<file path="src/rtl/uart_rx_frame.sv">
// UART receiver: 8 data bits LSB first, one parity bit, one stop bit, sampled mid-bit.
// Delivers the 9-bit frame with a one-cycle valid pulse, a parity flag and a framing-error pulse.
module uart_rx_frame #(
  parameter int unsigned CLKS_PER_BIT = 434,
  parameter int unsigned PARITY_ODD   = 0
) (
  input  logic       clk,
  input  logic       rst,
  input  logic       rx,
  output logic [8:0] frame,
  output logic       frame_valid,
  output logic       parity_error,
  output logic       framing_error
);

  localparam logic [15:0] HalfM1 = 16'(CLKS_PER_BIT / 2 - 1);
  localparam logic [15:0] FullM1 = 16'(CLKS_PER_BIT - 1);
  localparam logic        Odd    = (PARITY_ODD != 0);

  typedef enum logic [2:0] {StIdle, StStart, StData, StParity, StStop} state_e;

  state_e      state_q, state_d;
  logic [15:0] cnt_q, cnt_d;
  logic [2:0]  idx_q, idx_d;
  logic [7:0]  data_q, data_d;
  logic        par_q, par_d;
  logic        brk_q, brk_d;
  logic        rx_meta_q, rx_s;
  logic [8:0]  frame_q, frame_d;
  logic        frame_valid_q, frame_valid_d;
  logic        parity_error_q, parity_error_d;
  logic        framing_error_q, framing_error_d;

  // Two-flop synchronizer; resets to the idle (high) line level.
  always_ff @(posedge clk or posedge rst) begin
    if (rst) begin
      rx_meta_q <= 1'b1;
      rx_s      <= 1'b1;
    end else begin
      rx_meta_q <= rx;
      rx_s      <= rx_meta_q;
    end
  end

  always_ff @(posedge clk or posedge rst) begin
    if (rst) begin
      state_q         <= StIdle;
      cnt_q           <= '0;
      idx_q           <= '0;
      data_q          <= '0;
      par_q           <= 1'b0;
      brk_q           <= 1'b0;
      frame_q         <= '0;
      frame_valid_q   <= 1'b0;
      parity_error_q  <= 1'b0;
      framing_error_q <= 1'b0;
    end else begin
      state_q         <= state_d;
      cnt_q           <= cnt_d;
      idx_q           <= idx_d;
      data_q          <= data_d;
      par_q           <= par_d;
      brk_q           <= brk_d;
      frame_q         <= frame_d;
      frame_valid_q   <= frame_valid_d;
      parity_error_q  <= parity_error_d;
      framing_error_q <= framing_error_d;
    end
  end

  always_comb begin
    state_d         = state_q;
    cnt_d           = cnt_q;
    idx_d           = idx_q;
    data_d          = data_q;
    par_d           = par_q;
    brk_d           = brk_q;
    frame_d         = frame_q;
    frame_valid_d   = 1'b0;
    parity_error_d  = 1'b0;
    framing_error_d = 1'b0;

    unique case (state_q)
      StIdle: begin
        cnt_d = '0;
        idx_d = '0;
        // After a framing error, wait for the line to return high before re-arming.
        if (brk_q) begin
          if (rx_s) brk_d = 1'b0;
        end else if (!rx_s) begin
          state_d = StStart;
        end
      end
      StStart: begin
        if (cnt_q == HalfM1) begin
          cnt_d   = '0;
          idx_d   = '0;
          state_d = rx_s ? StIdle : StData;
        end else begin
          cnt_d = cnt_q + 16'd1;
        end
      end
      StData: begin
        if (cnt_q == FullM1) begin
          cnt_d         = '0;
          data_d[idx_q] = rx_s;
          if (idx_q == 3'd7) state_d = StParity;
          else               idx_d   = idx_q + 3'd1;
        end else begin
          cnt_d = cnt_q + 16'd1;
        end
      end
      StParity: begin
        if (cnt_q == FullM1) begin
          cnt_d   = '0;
          par_d   = rx_s;
          state_d = StStop;
        end else begin
          cnt_d = cnt_q + 16'd1;
        end
      end
      StStop: begin
        if (cnt_q == FullM1) begin
          // Leave mid stop bit so a following start edge is never missed.
          cnt_d   = '0;
          state_d = StIdle;
          if (rx_s) begin
            frame_d        = {par_q, data_q};
            frame_valid_d  = 1'b1;
            parity_error_d = (^{par_q, data_q}) ^ Odd;
          end else begin
            framing_error_d = 1'b1;
            brk_d           = 1'b1;
          end
        end else begin
          cnt_d = cnt_q + 16'd1;
        end
      end
      default: state_d = StIdle;
    endcase
  end

  assign frame         = frame_q;
  assign frame_valid   = frame_valid_q;
  assign parity_error  = parity_error_q;
  assign framing_error = framing_error_q;

endmodule

</file>
<file path="config.mk">
export PLATFORM = sky130hd
export DESIGN_NAME = uart_rx_frame
export DESIGN_NICKNAME = d
export VERILOG_FILES = /design/src/rtl/uart_rx_frame.sv
export SDC_FILE = /design/constraint.sdc
export NUM_CORES = 1
export LEC_CHECK = 0
export ABC_AREA = 1
export BUFFER_PORTS_ARGS = -buffer_cell sky130_fd_sc_hd__clkbuf_2
export CORE_AREA = 2 2 79 81
export CTS_BUF_LIST = sky130_fd_sc_hd__clkbuf_16
export DETAILED_ROUTE_END_ITERATION = 10
export DIE_AREA = 0 0 81 83
export SLEW_MARGIN = 20
export SYNTH_ARGS = -nofsm -noshare
export SYNTH_HDL_FRONTEND = slang
export SYNTH_SLANG_ARGS = --single-unit
</file>
<file path="constraint.sdc">
create_clock -name clk -period 2 [get_ports clk]
set_clock_uncertainty 0.15 [all_clocks]
set_input_delay 0.2 -clock clk [delete_from_list [all_inputs] [get_ports clk]]
set_output_delay 0.2 -clock clk [all_outputs]
set_load 0.01 [all_outputs]
</file>
After elaboration in Yosys (flattened, before gate mapping)
Cells that the tools add are included.
{"block": "op_classes", "addsub": 2, "n_lt_le_gt_ge": 2, "n_eq_ne": 16, "mux": 32, "reduce_logical": 13}
{"operator": "16-bit case mux with 3 select lines", "count": 1}
{"operator": "16-bit 2-to-1 mux", "count": 2}
{"operator": "3-bit 2-to-1 mux", "count": 10}
{"operator": "2-bit != test (second input constant)", "count": 9}
{"operator": "16-bit by 1-bit adder with 16-bit output (second input constant)", "count": 1}
{"operator": "16-bit by 8-bit equality test with 1-bit output (second input constant)", "count": 1}
{"operator": "16-bit by 9-bit equality test with 1-bit output (second input constant)", "count": 1}
{"operator": "3-bit case mux with 5 select lines", "count": 1}
{"operator": "1-bit 2-to-1 mux", "count": 13}
{"operator": "3-bit case mux with 3 select lines", "count": 1}
{"operator": "9-bit XOR reduction", "count": 1}
{"operator": "8-bit bitwise mux", "count": 1}
{"operator": "7-bit AND reduction", "count": 1}
{"operator": "3-bit by 2-bit equality test with 1-bit output (second input constant)", "count": 2}
{"operator": "3-bit equality test (second input constant)", "count": 2}
{"operator": "3-bit AND reduction", "count": 2}
{"operator": "3-bit nonzero test", "count": 2}
{"operator": "3-bit by 4-bit less-than comparator with 1-bit output (second input constant)", "count": 1}
{"operator": "2-bit AND reduction", "count": 2}
{"operator": "4-bit AND reduction", "count": 1}
{"operator": "3-bit by 1-bit adder with 3-bit output (second input constant)", "count": 1}
{"operator": "1-bit demux with 3-bit select", "count": 1}
{"operator": "3-bit by 1-bit equality test with 1-bit output (second input constant)", "count": 1}
{"operator": "3-bit by 1-bit >= comparator with 1-bit output (second input constant)", "count": 1}
{"operator": "6 further kinds", "count": 6}
{"block": "totals", "ff_bits": 46, "in_bits": 3, "out_inout_bits": 12, "wordCells": 77}

Longest topological paths before layout
Gate-level depths: netlist of the first run.
{"block": "logic_depth", "word_depth": 5, "depth_mapped": 10, "mapped_depth_nobuf": 9}

Least setup slack after synthesis of the first run
OpenSTA, ideal clock, no wires.
{"block": "synth_timing", "path_type": "register to register", "start": "reg cnt_q[1]", "end": "reg frame_q[0] (netlist: frame[0])", "setup_time_ps": 118, "arrival_ps": 1366, "required_ps": 1732, "path_slack_ps": 366, "path_stages_with_launch": 9, "n_path_buf": 1, "period_less_slack_ps": 1634, "path_cell_list": "dfrtp_1 -> inv_1 -> ha_1 -> nand3_1 -> nor2_2 -> nand4_4 -> buf_6 -> nand2_1 -> o21ai_2"}
{"block": "synth_via", "elab_chain_cells": 2}
{"item": "start, declared", "line": "23", "text": "logic [15:0] cnt_q, cnt_d;"}
{"item": "start signal, assigned", "line": "59", "text": "cnt_q <= cnt_d;"}
{"item": "16-bit by 9-bit equality test with 1-bit output", "line": "123", "text": "if (cnt_q == FullM1) begin"}
{"item": "3-bit AND reduction (no line)"}
{"item": "end signal, assigned", "line": "64", "text": "frame_q <= frame_d;"}
{"item": "end, declared", "line": "29", "text": "logic [8:0] frame_q, frame_d;"}
No other way between the ends.
A chain may end at the register's enable or synchronous reset.

Worst setup path in the final report of the first run
{"block": "layout_timing", "start": "reg cnt_q[1]", "end": "reg parity_error_q (netlist: parity_error)"}
{"block": "layout_via", "elab_chain_cells": 3}
{"item": "16-bit by 9-bit equality test with 1-bit output", "line": "123"}
{"item": "1-bit 2-to-1 mux", "line": "123"}
{"item": "1-bit 2-to-1 mux", "line": "83", "text": "unique case (state_q)"}
{"item": "named net parity_error_d", "line": "31", "text": "logic parity_error_q, parity_error_d;"}
{"item": "end signal, assigned", "line": "66", "text": "parity_error_q <= parity_error_d;"}
{"item": "end, declared", "line": "31"}
The timed path passes the listed nets, and every way through them passes these cells.

==> flow_metrics.py, run 1 <==
metrics = {
    "finish": {
        "diodes": 0,
        "post-route-util": 0.526,
        "area_delta_synth_final_pct": 12.9,
        "nNetsFinal": 408,
        "final_cells": 476,
        "drive_gt1_frac": 0.145,
    },
    "sta": {
        "hold_ws_ns": 0.214,
        "hold_viol": 0,
        "fin_setup_tns_ns": 0,
        "period_share": 0.909,
        "rsz0062_at_grt": "no",
        "maxSlewHeadroom": 0.653,
        "period_minus_slack_ns": 1.82,
        "fmaxAchievable_ghz": 0.550,
        "slew_viol_final": 0,
        "worst_pin_slew_ns": 0.520,
        "setup_viol": 0,
        "layout_setup_ws_ns": 0.181,
    },
    "placement": {
        "portBuffers": 14,
        "dpl_worst_slack_ns": 0.187,
        "place.gp.congestion": 0.833,
        "placedCellCount": 466,
        "dp_hpwl_um": 4030,
    },
    "global_routing": {
        "grt-ovfl-total": 0,
        "grt_max_degree": 25,
        "grt_pass1_wl_um": 9780,
        "grt_use_total": 0.179,
        "antenna_found_initial": 0,
        "grt_pass1_vias": 2150,
    },
    "worst_setup_path": {
        "critPathTopFamily": "simple AND/OR/NAND/NOR gates",
        "critPathLaunchType": "flop",
        "reg2regPathDepth": 8,
        "timing.rr.end": "parity_error",
        "rrSetupSlack_ns": 0.18,
        "crit_top_cell": "inv_1",
        "endpoint_kind": "flop",
        "cp_num_cells": 8,
        "critical_path.max_stage_delay_ns": 0.40,
        "crit_slowest_cell": "dfrtp_1",
        "cp.required_ns": 2.07,
        "crit_fanout": 19,
        "worst-path-buf-inv": 2,
        "path_cells": "inv_1, ha_1, nand3_1, nor2_2, nand4_4, inv_1, nand2_1, nor2_1",
        "worst_ep_arrival_time_ns": 1.89,
        "startpoint": "cnt_q[1]",
        "crit_type": "reg2reg",
        "reg2reg_from": "cnt_q[1]",
        "crit_end": "parity_error",
    },
    "logic_synthesis": {
        "syn_area_mm2": 0.00271,
        "synth_cells": 376,
        "yosys_register_bits": 46,
        "ys_warn_count": 0,
        "syn_area_per_cell_um2": 7.20,
        "yosysSeqAreaShare": 0.426,
        "yosysUniqueCellTypes": 24,
        "syn_nets": 384,
    },
    "die": {
        "ioPinCount": 15,
        "fp.dieArea_mm2": 0.00672,
        "start_util": 0.466,
        "die_height_um": 83,
        "fp-row-count": 28,
        "coreArea_mm2": 0.00582,
        "die_x_um": 81,
    },
    "detailed_routing": {
        "drt_iter0_drc": 152,
        "postRouteAntennaNets": 0,
        "top_layer": "met4",
        "wl_met2_um": 2300,
        "drt-met1-wl_um": 2850,
        "dr_total_vias": 2290,
        "avgViaCountPerCell": 4.81,
        "wl_met3_um": 152,
        "totalWireLength_um": 5330,
        "drc": 0,
        "wl_per_cell_um": 11.2,
        "drt-pass1-iter-count": 4,
    },
    "clock_network": {
        "post_cts_resized": 0,
        "clk_pin_slew_ns": 0.07,
        "cts_buffer_depth": 2,
        "cts_sinks": 46,
        "htreeDepth": 2,
        "root_buffer": "clkbuf_16",
        "cts_tree": "done",
        "cts_made_buffers": 5,
        "cts_setup_buffers": 0,
        "clk_latency_ns": 0.29,
    },
    "run": {
        "cap_violations": 0,
    },
    "power": {
        "p_per_area_mw_per_mm2": 587,
        "power.leakage_nw": 1.55,
        "vdd_drop_max_mv": 0.334,
    },
    "hold_path": {
        "worstHoldPathType": "reg2reg",
    },
    "run_status": {
        "status": "completed",
    },
}
==> per-stage QoR <==
step                area, um^2  power (mW)
floorplan                 2710       0.970
global placement          2890       0.984
detailed placement        2890       0.985
CTS                       3060        1.83
global route              3060        1.89
finish                    3060        1.79
==> sequential cells by signal (all words and copies together), names as in the netlist <==
register and flops:
parity_error 1, idx_q 3, rx_s 1, rx_meta_q 1, state_q 3, par_q 1
framing_error 1, frame_valid 1, brk_q 1, frame 9, data_q 8, cnt_q 16
==> routing by layer <==
layer | GRT usage | vias up
met5 | 0 | -
met4 | 0.0370 | 0
met3 | 0.0359 | 2
met2 | 0.266 | 33
met1 | 0.271 | 1027
li1 | - | 1228
==> cell usage in the layout, fill, tap and decap left out <==
master         synthesis  layout
nor3_1                 3       3
o21ai_2                9       9
a21oi_1                2       2
o21ai_1                8       8
clkbuf_16              0       5
inv_1                 43      42
nand4_4                1       1
clkbuf_2               0      14
nand2_1              146     146
inv_2                  6       7
dlygate4sd3_1          0       2
nand2_4                3       3
dfrtp_1               44      44
ha_1                   5       5
nand2_2                3       3
clkinvlp_4             0       1
inv_6                  0       1
o21ai_0                9       9
buf_4                  0       3
nand3_1               26      26
clkinv_4               0       1
xor2_1                 9       9
buf_12                 0       1
nand4_1                7       7
nor2_1                36      36
o21bai_1               2       2
dfstp_2                2       2
nor2_4                 2       2
nor2_2                 5       5
o211ai_1               2       2
==> how the worst min path moves through the flow <==
stage | from | end | slack [ns] | cells after the start
after floorplan | rx | rx_meta_q | 0.05 | 0
after CTS | rx_meta_q | rx_s | 0.22 | 0
after global placement | rst | par_q | 0.11 | 2
after detailed placement | rst | par_q | 0.11 | 2
final | rx_meta_q | rx_s | 0.21 | 0
after global routing | rx_meta_q | rx_s | 0.22 | 0
==> cell type report <==
type,instances,area [um^2]
well taps,75,93.8
flip-flops and latches,46,1150
clock inverters,3,25.0
inverters,49,184
multi-input cells,278,1350
repair buffers,20,133
clock buffers,5,125
fillers,582,2760
==> power by group <==
group	switching, mW	internal [mW]	leakage, nW
clock network	0.358	0.469	0.0704
logic	0.0217	0.00841	0.860
registers	0.00384	0.934	0.621
total	0.383	1.41	1.55
==> cell families after synthesis <==
logic type | after synthesis | synth area share
flops | 46 | 0.426
fa+ha+maj | 5 | 0.0231
xor+xnor | 9 | 0.0291
compound gates | 32 | 0.0753
buf+inv | 52 | 0.0776
simple gates | 232 | 0.369
==> repair_timing <==
| action | CTS | global route |
|---|---|---|
| endpoints found under the hold margin | 21 | 0 |
| hold buffers | 2 | 0 |
| endpoints found under the setup margin | 0 | 0 |
==> cell usage after synthesis (all sizes together) <==
cell,n,share of area
nand3,26,0.048
clkbuf,1,0.0014
dfrtp,44,0.41
nand2,152,0.22
nor3,3,0.0055
o21ai,26,0.061
o21bai,2,0.0055
o211ai,2,0.0055
nand4,8,0.024
a21oi,2,0.0037
inv,49,0.068
dfstp,2,0.019
xor2,9,0.029
ha,5,0.023
nor2,43,0.070
buf,2,0.0083
==> worst register-to-register path: stages, from the launching register on <==
cell and delay, ns:
dfrtp_1 0.40, inv_1 0.10, ha_1 0.19, nand3_1 0.10, nor2_2 0.20, nand4_4 0.32
inv_1 0.17, nand2_1 0.06, nor2_1 0.07
Power figures use the tool's default switching activity.
==> inputs of run 2 (changes only) <==
--- a/config.mk
+++ b/config.mk
@@ -7,10 +7,14 @@
 export LEC_CHECK = 0
 export ABC_AREA = 1
 export BUFFER_PORTS_ARGS = -buffer_cell sky130_fd_sc_hd__clkbuf_2
-export CORE_AREA = 2 2 79 81
+export CELL_PAD_IN_SITES_DETAIL_PLACEMENT = 0
+export CELL_PAD_IN_SITES_GLOBAL_PLACEMENT = 1
+export CORE_AREA = 2 2 82 84
 export CTS_BUF_LIST = sky130_fd_sc_hd__clkbuf_16
+export CTS_CLUSTER_SIZE = 40
 export DETAILED_ROUTE_END_ITERATION = 10
-export DIE_AREA = 0 0 81 83
+export DIE_AREA = 0 0 84 86
+export PLACE_DENSITY_LB_ADDON = 0.1
 export SLEW_MARGIN = 20
 export SYNTH_ARGS = -nofsm -noshare
 export SYNTH_HDL_FRONTEND = slang
==> constraint.sdc (replaced) <==
create_clock -name clk -period 2 [get_ports clk]
set_clock_uncertainty 0.15 [all_clocks]
set_input_delay 0.2 -clock clk [delete_from_list [all_inputs] [get_ports clk]]
set_output_delay 0.2 -clock clk [all_outputs]
set_load 0.05 [all_outputs]
==> flow_metrics.py, run 2 (synthesis results as in run 1) <==
metrics = {
    "clock_network": {
        "cts_sinks": 46,
        "htreeDepth": 2,
        "clk_latency_ns": 0.29,
        "cts_tree": "done",
        "cts_buffer_depth": 2,
        "cts_made_buffers": 5,
        "root_buffer": "clkbuf_16",
        "clk_pin_slew_ns": 0.06,
    },
    "worst_setup_path": {
        "timing.rr.end": "cnt_q[10]",
        "crit_type": "reg2reg",
        "worst_ep_arrival_time_ns": 1.80,
        "critPathLaunchType": "flop",
        "reg2reg_from": "cnt_q[0]",
        "cp.required_ns": 2.01,
        "rrSetupSlack_ns": 0.20,
        "endpoint_kind": "flop",
        "reg2regPathDepth": 8,
        "crit_fanout": 4,
    },
    "hold_path": {
        "holdPathEnd": "rx_s",
        "holdPathStages": 0,
        "min_from": "rx_meta_q",
        "worstHoldPathType": "reg2reg",
    },
    "placement": {
        "dp_hpwl_um": 4220,
        "portBuffers": 14,
        "place.gp.congestion": 0.821,
    },
    "global_routing": {
        "grt_use_total": 0.177,
        "antenna_found_initial": 0,
        "grt_pass1_wl_um": 10300,
        "grt_max_degree": 30,
        "grt-ovfl-total": 0,
        "grt_pass1_vias": 2197,
    },
    "detailed_routing": {
        "postRouteAntennaNets": 0,
        "drt-pass1-iter-count": 4,
        "drc": 0,
        "avgViaCountPerCell": 4.84,
        "wl_per_cell_um": 12.2,
        "drt_iter0_drc": 111,
        "totalWireLength_um": 5810,
        "dr_total_vias": 2315,
    },
    "sta": {
        "period_share": 0.898,
        "setup_viol": 0,
        "hold_viol": 0,
        "period_minus_slack_ns": 1.80,
        "worst_pin_slew_ns": 0.412,
        "rsz0062_at_grt": "no",
        "fin_setup_tns_ns": 0,
        "fmaxAchievable_ghz": 0.557,
        "maxSlewHeadroom": 0.725,
        "slew_viol_final": 0,
    },
    "run_status": {
        "status": "completed",
    },
    "finish": {
        "layout_common_cells": "146 x nand2_1, 44 x dfrtp_1, 42 x inv_1",
        "regMostFlops": "cnt_q",
        "post-route-util": 0.497,
        "nNetsFinal": 408,
        "largest_register_ffs": 16,
        "n_fill_cell": 627,
        "drive_gt1_frac": 0.145,
        "layout_commonest_cell": "nand2_1",
        "multi_input_area_mm2": 0.00135,
        "diodes": 0,
        "regArea_mm2": 0.00115,
        "area_delta_synth_final_pct": 15.1,
    },
    "die": {
        "fp.dieArea_mm2": 0.00722,
        "start_util": 0.432,
        "die_height_um": 86,
        "fp-row-count": 29,
        "ioPinCount": 15,
        "die_x_um": 84,
        "coreArea_mm2": 0.00628,
    },
    "power": {
        "vdd_drop_max_mv": 0.337,
        "p_per_area_mw_per_mm2": 650,
        "power_mw": 2.03,
        "power.leakage_nw": 1.58,
    },
    "run": {
        "cap_violations": 0,
    },
}
[run 2: cell count changes in the layout (fill, tap and decap cells not counted), sizes merged]
cell / before / now
clkinvlp: 1 / 0
bufinv: 0 / 2
inv: 50 / 49
[run 2: cell type report]
class,count,share of cell area
sequential,46,0.370
timing repair buffer,20,0.0466
clock inverter,3,0.0205
multi-input combinational,278,0.433
inverter,49,0.0590
clock buffer,5,0.0401
tap,77,0.0309
[run 2: worst max-delay path: stages, from the launching register on]
cell	delay (ns)
dfrtp_1	0.41
ha_1	0.20
nand3_1	0.11
nor2_1	0.26
nand2_1	0.17
o21ai_0	0.18
nand2_1	0.07
nand2_1	0.05
o21ai_0	0.07
[run 2: worst max-delay path by stage]
stage,startpoint,endpoint,slack (ns)
detailed placement,cnt_q[1],parity_error,0.19
floorplan,cnt_q[1],frame[0],0.36
global route,cnt_q[1],idx_q[2],0.03
global placement,cnt_q[1],parity_error,0.24
finish,cnt_q[0],cnt_q[10],0.20
CTS,cnt_q[1],parity_error,0.15
[run 2: repair_timing]
item                       CTS  global route
buffers inserted             0             1
hold endpoints to repair    18             0
setup endpoints to repair    0             2
gates resized for setup      0             1
hold buffers                 2             0
[run 2: through the flow]
stage	setup WS [ns]	hold WS [ns]	cell area, um^2	std cells
after floorplan	0.356	0.0545	2710	376
after global placement	0.239	0.0514	2880	467
after detailed placement	0.191	0.0546	2880	467
after CTS	0.151	0.207	3090	477
after global routing	0.0255	0.210	3120	478
final	0.205	0.206	3120	478
[run 2: routing by layer]
layer / GRT usage / part of all wire / vias to the layer above
li1: - / - / 1222
met1: 0.248 / 0.54 / 1050
met2: 0.276 / 0.41 / 34
met3: 0.0385 / 0.034 / 9
met4: 0.0543 / 0.018 / 0
met5: 0 / 0 / -
[run 2: power by group]
group	internal, mW	switching [mW]
clock	0.712	0.347
sequential	0.934	0.00404
combinational	0.00845	0.0221
total	1.65	0.373
==> inputs of run 3 (changes only) <==
--- a/config.mk
+++ b/config.mk
@@ -14,6 +14,7 @@
 export CTS_CLUSTER_SIZE = 40
 export DETAILED_ROUTE_END_ITERATION = 10
 export DIE_AREA = 0 0 84 86
+export GPL_TIMING_DRIVEN = 0
 export PLACE_DENSITY_LB_ADDON = 0.1
 export SLEW_MARGIN = 20
 export SYNTH_ARGS = -nofsm -noshare
==> flow_metrics.py, run 3 (synthesis results as in run 1) <==
metrics = {
    "run_status": {
        "status": "completed",
    },
    "sta": {
        "period_share": 0.930,
        "maxSlewHeadroom": 0.656,
        "rsz0062_at_grt": "no",
        "worst_pin_slew_ns": 0.515,
        "layout_setup_ws_ns": 0.140,
        "setup_viol": 0,
        "slew_viol_final": 0,
        "period_minus_slack_ns": 1.86,
        "fmaxAchievable_ghz": 0.538,
        "hold_viol": 0,
    },
    "placement": {
        "dpl_worst_slack_ns": 0.157,
        "place.gp.congestion": 0.794,
        "placedCellCount": 468,
        "dp_hpwl_um": 4330,
        "portBuffers": 14,
    },
    "global_routing": {
        "grt_pass1_vias": 2086,
        "grt_pass1_wl_um": 10200,
        "grt-ovfl-total": 0,
        "grt_max_degree": 26,
        "grt_use_total": 0.176,
        "antenna_found_initial": 0,
    },
    "finish": {
        "drive_gt1_frac": 0.145,
        "diodes": 0,
        "regMostFlops": "cnt_q",
        "layout_commonest_cell": "nand2_1",
        "final_cells": 478,
        "area_delta_synth_final_pct": 13.1,
        "largest_register_ffs": 16,
        "layout_common_cells": "146 x nand2_1, 44 x dfrtp_1, 42 x inv_1",
        "nNetsFinal": 408,
    },
    "worst_setup_path": {
        "cp.required_ns": 2.03,
        "startpoint": "cnt_q[1]",
        "rrSetupSlack_ns": 0.14,
        "reg2regPathDepth": 8,
        "crit_fanout": 10,
        "worst_ep_arrival_time_ns": 1.89,
        "reg2reg_from": "cnt_q[1]",
        "crit_type": "reg2reg",
        "critPathLaunchType": "flop",
        "endpoint_kind": "flop",
        "timing.rr.end": "frame[0]",
    },
    "die": {
        "start_util": 0.432,
        "ioPinCount": 15,
        "die_height_um": 86,
        "fp.dieArea_mm2": 0.00722,
        "coreArea_mm2": 0.00628,
        "die_x_um": 84,
        "fp-row-count": 29,
    },
    "run": {
        "cap_violations": 0,
    },
    "clock_network": {
        "cts_buffer_depth": 2,
        "cts_sinks": 46,
        "clk_pin_slew_ns": 0.07,
        "cts_made_buffers": 5,
        "cts_tree": "done",
        "clk_latency_ns": 0.29,
        "htreeDepth": 2,
        "root_buffer": "clkbuf_16",
    },
    "detailed_routing": {
        "totalWireLength_um": 5790,
        "avgViaCountPerCell": 4.80,
        "drc": 0,
        "postRouteAntennaNets": 0,
        "drt-pass1-iter-count": 4,
        "drt_iter0_drc": 92,
        "dr_total_vias": 2294,
        "wl_per_cell_um": 12.1,
    },
    "hold_path": {
        "min_from": "rx_meta_q",
        "holdPathStages": 0,
        "worstHoldPathType": "reg2reg",
        "holdPathEnd": "rx_s",
    },
    "power": {
        "vdd_drop_max_mv": 0.323,
        "power.leakage_nw": 1.55,
        "p_per_area_mw_per_mm2": 585,
    },
}
-- run 3: cell types whose count changed in the layout (fill, tap and decap cells not counted), sizes merged --
cell      previous run  this run
bufinv               2         0
buf                  4         3
clkbuf              19        20
clkinv               1         2
clkinvlp             0         1
-- run 3: stage by stage --
stage	hold slack (ns)	utilization	setup TNS, ns	total power, mW	area, um^2
after floorplan	0.0545	-	0	0.970	2710
after global placement	0.137	0.458	-4.40	0.980	2880
after detailed placement	0.100	0.461	0	0.985	2900
after CTS	0.207	0.488	0	1.83	3060
after global routing	0.211	0.488	0	1.86	3060
final	0.207	0.488	0	1.79	3060
-- run 3: worst max-delay path, cell delays in order (launching register included) --
cell and delay, ns:
dfrtp_1 0.40, inv_1 0.10, ha_1 0.22, nand3_1 0.11
nor2_2 0.20, nand4_4 0.21, buf_6 0.23, nand2_1 0.07
o21ai_2 0.05
-- run 3: power by group --
group          switching (mW)  internal, mW
combinational          0.0256       0.00881
sequential           0.000435         0.934
clock                   0.361         0.463
-- run 3: timing repair --
action,4_1_cts,5_1_grt
gates resized for setup,0,2
endpoints found under the setup margin,0,1
endpoints found under the hold margin,22,0
setup buffers,0,0
hold buffers,2,0
-- run 3: worst max path at each step --
stage	cells past startpoint	to	slack, ns
finish	8	frame[0]	0.14
global route	9	idx_q[2]	0.01
CTS	8	frame[0]	0.14
detailed placement	8	frame[0]	0.16
global placement	2	idx_q[1]	-0.10
floorplan	8	frame[0]	0.36
-- run 3: layer usage --
metal | part of all wire | global-route usage
met1 | 0.54 | 0.265
met2 | 0.41 | 0.260
met3 | 0.048 | 0.0375
met4 | 0.0080 | 0.0396
met5 | 0 | 0
-- run 3: layout make-up --
type / count / area [um^2]
fillers: 612 / 3210
clock buffers: 5 / 125
flip-flops and latches: 46 / 1150
repair buffers: 17 / 110
inverters: 49 / 184
clock inverters: 3 / 21.3
plain buffers: 3 / 26.3
well taps: 77 / 96.3
multi-input cells: 278 / 1350
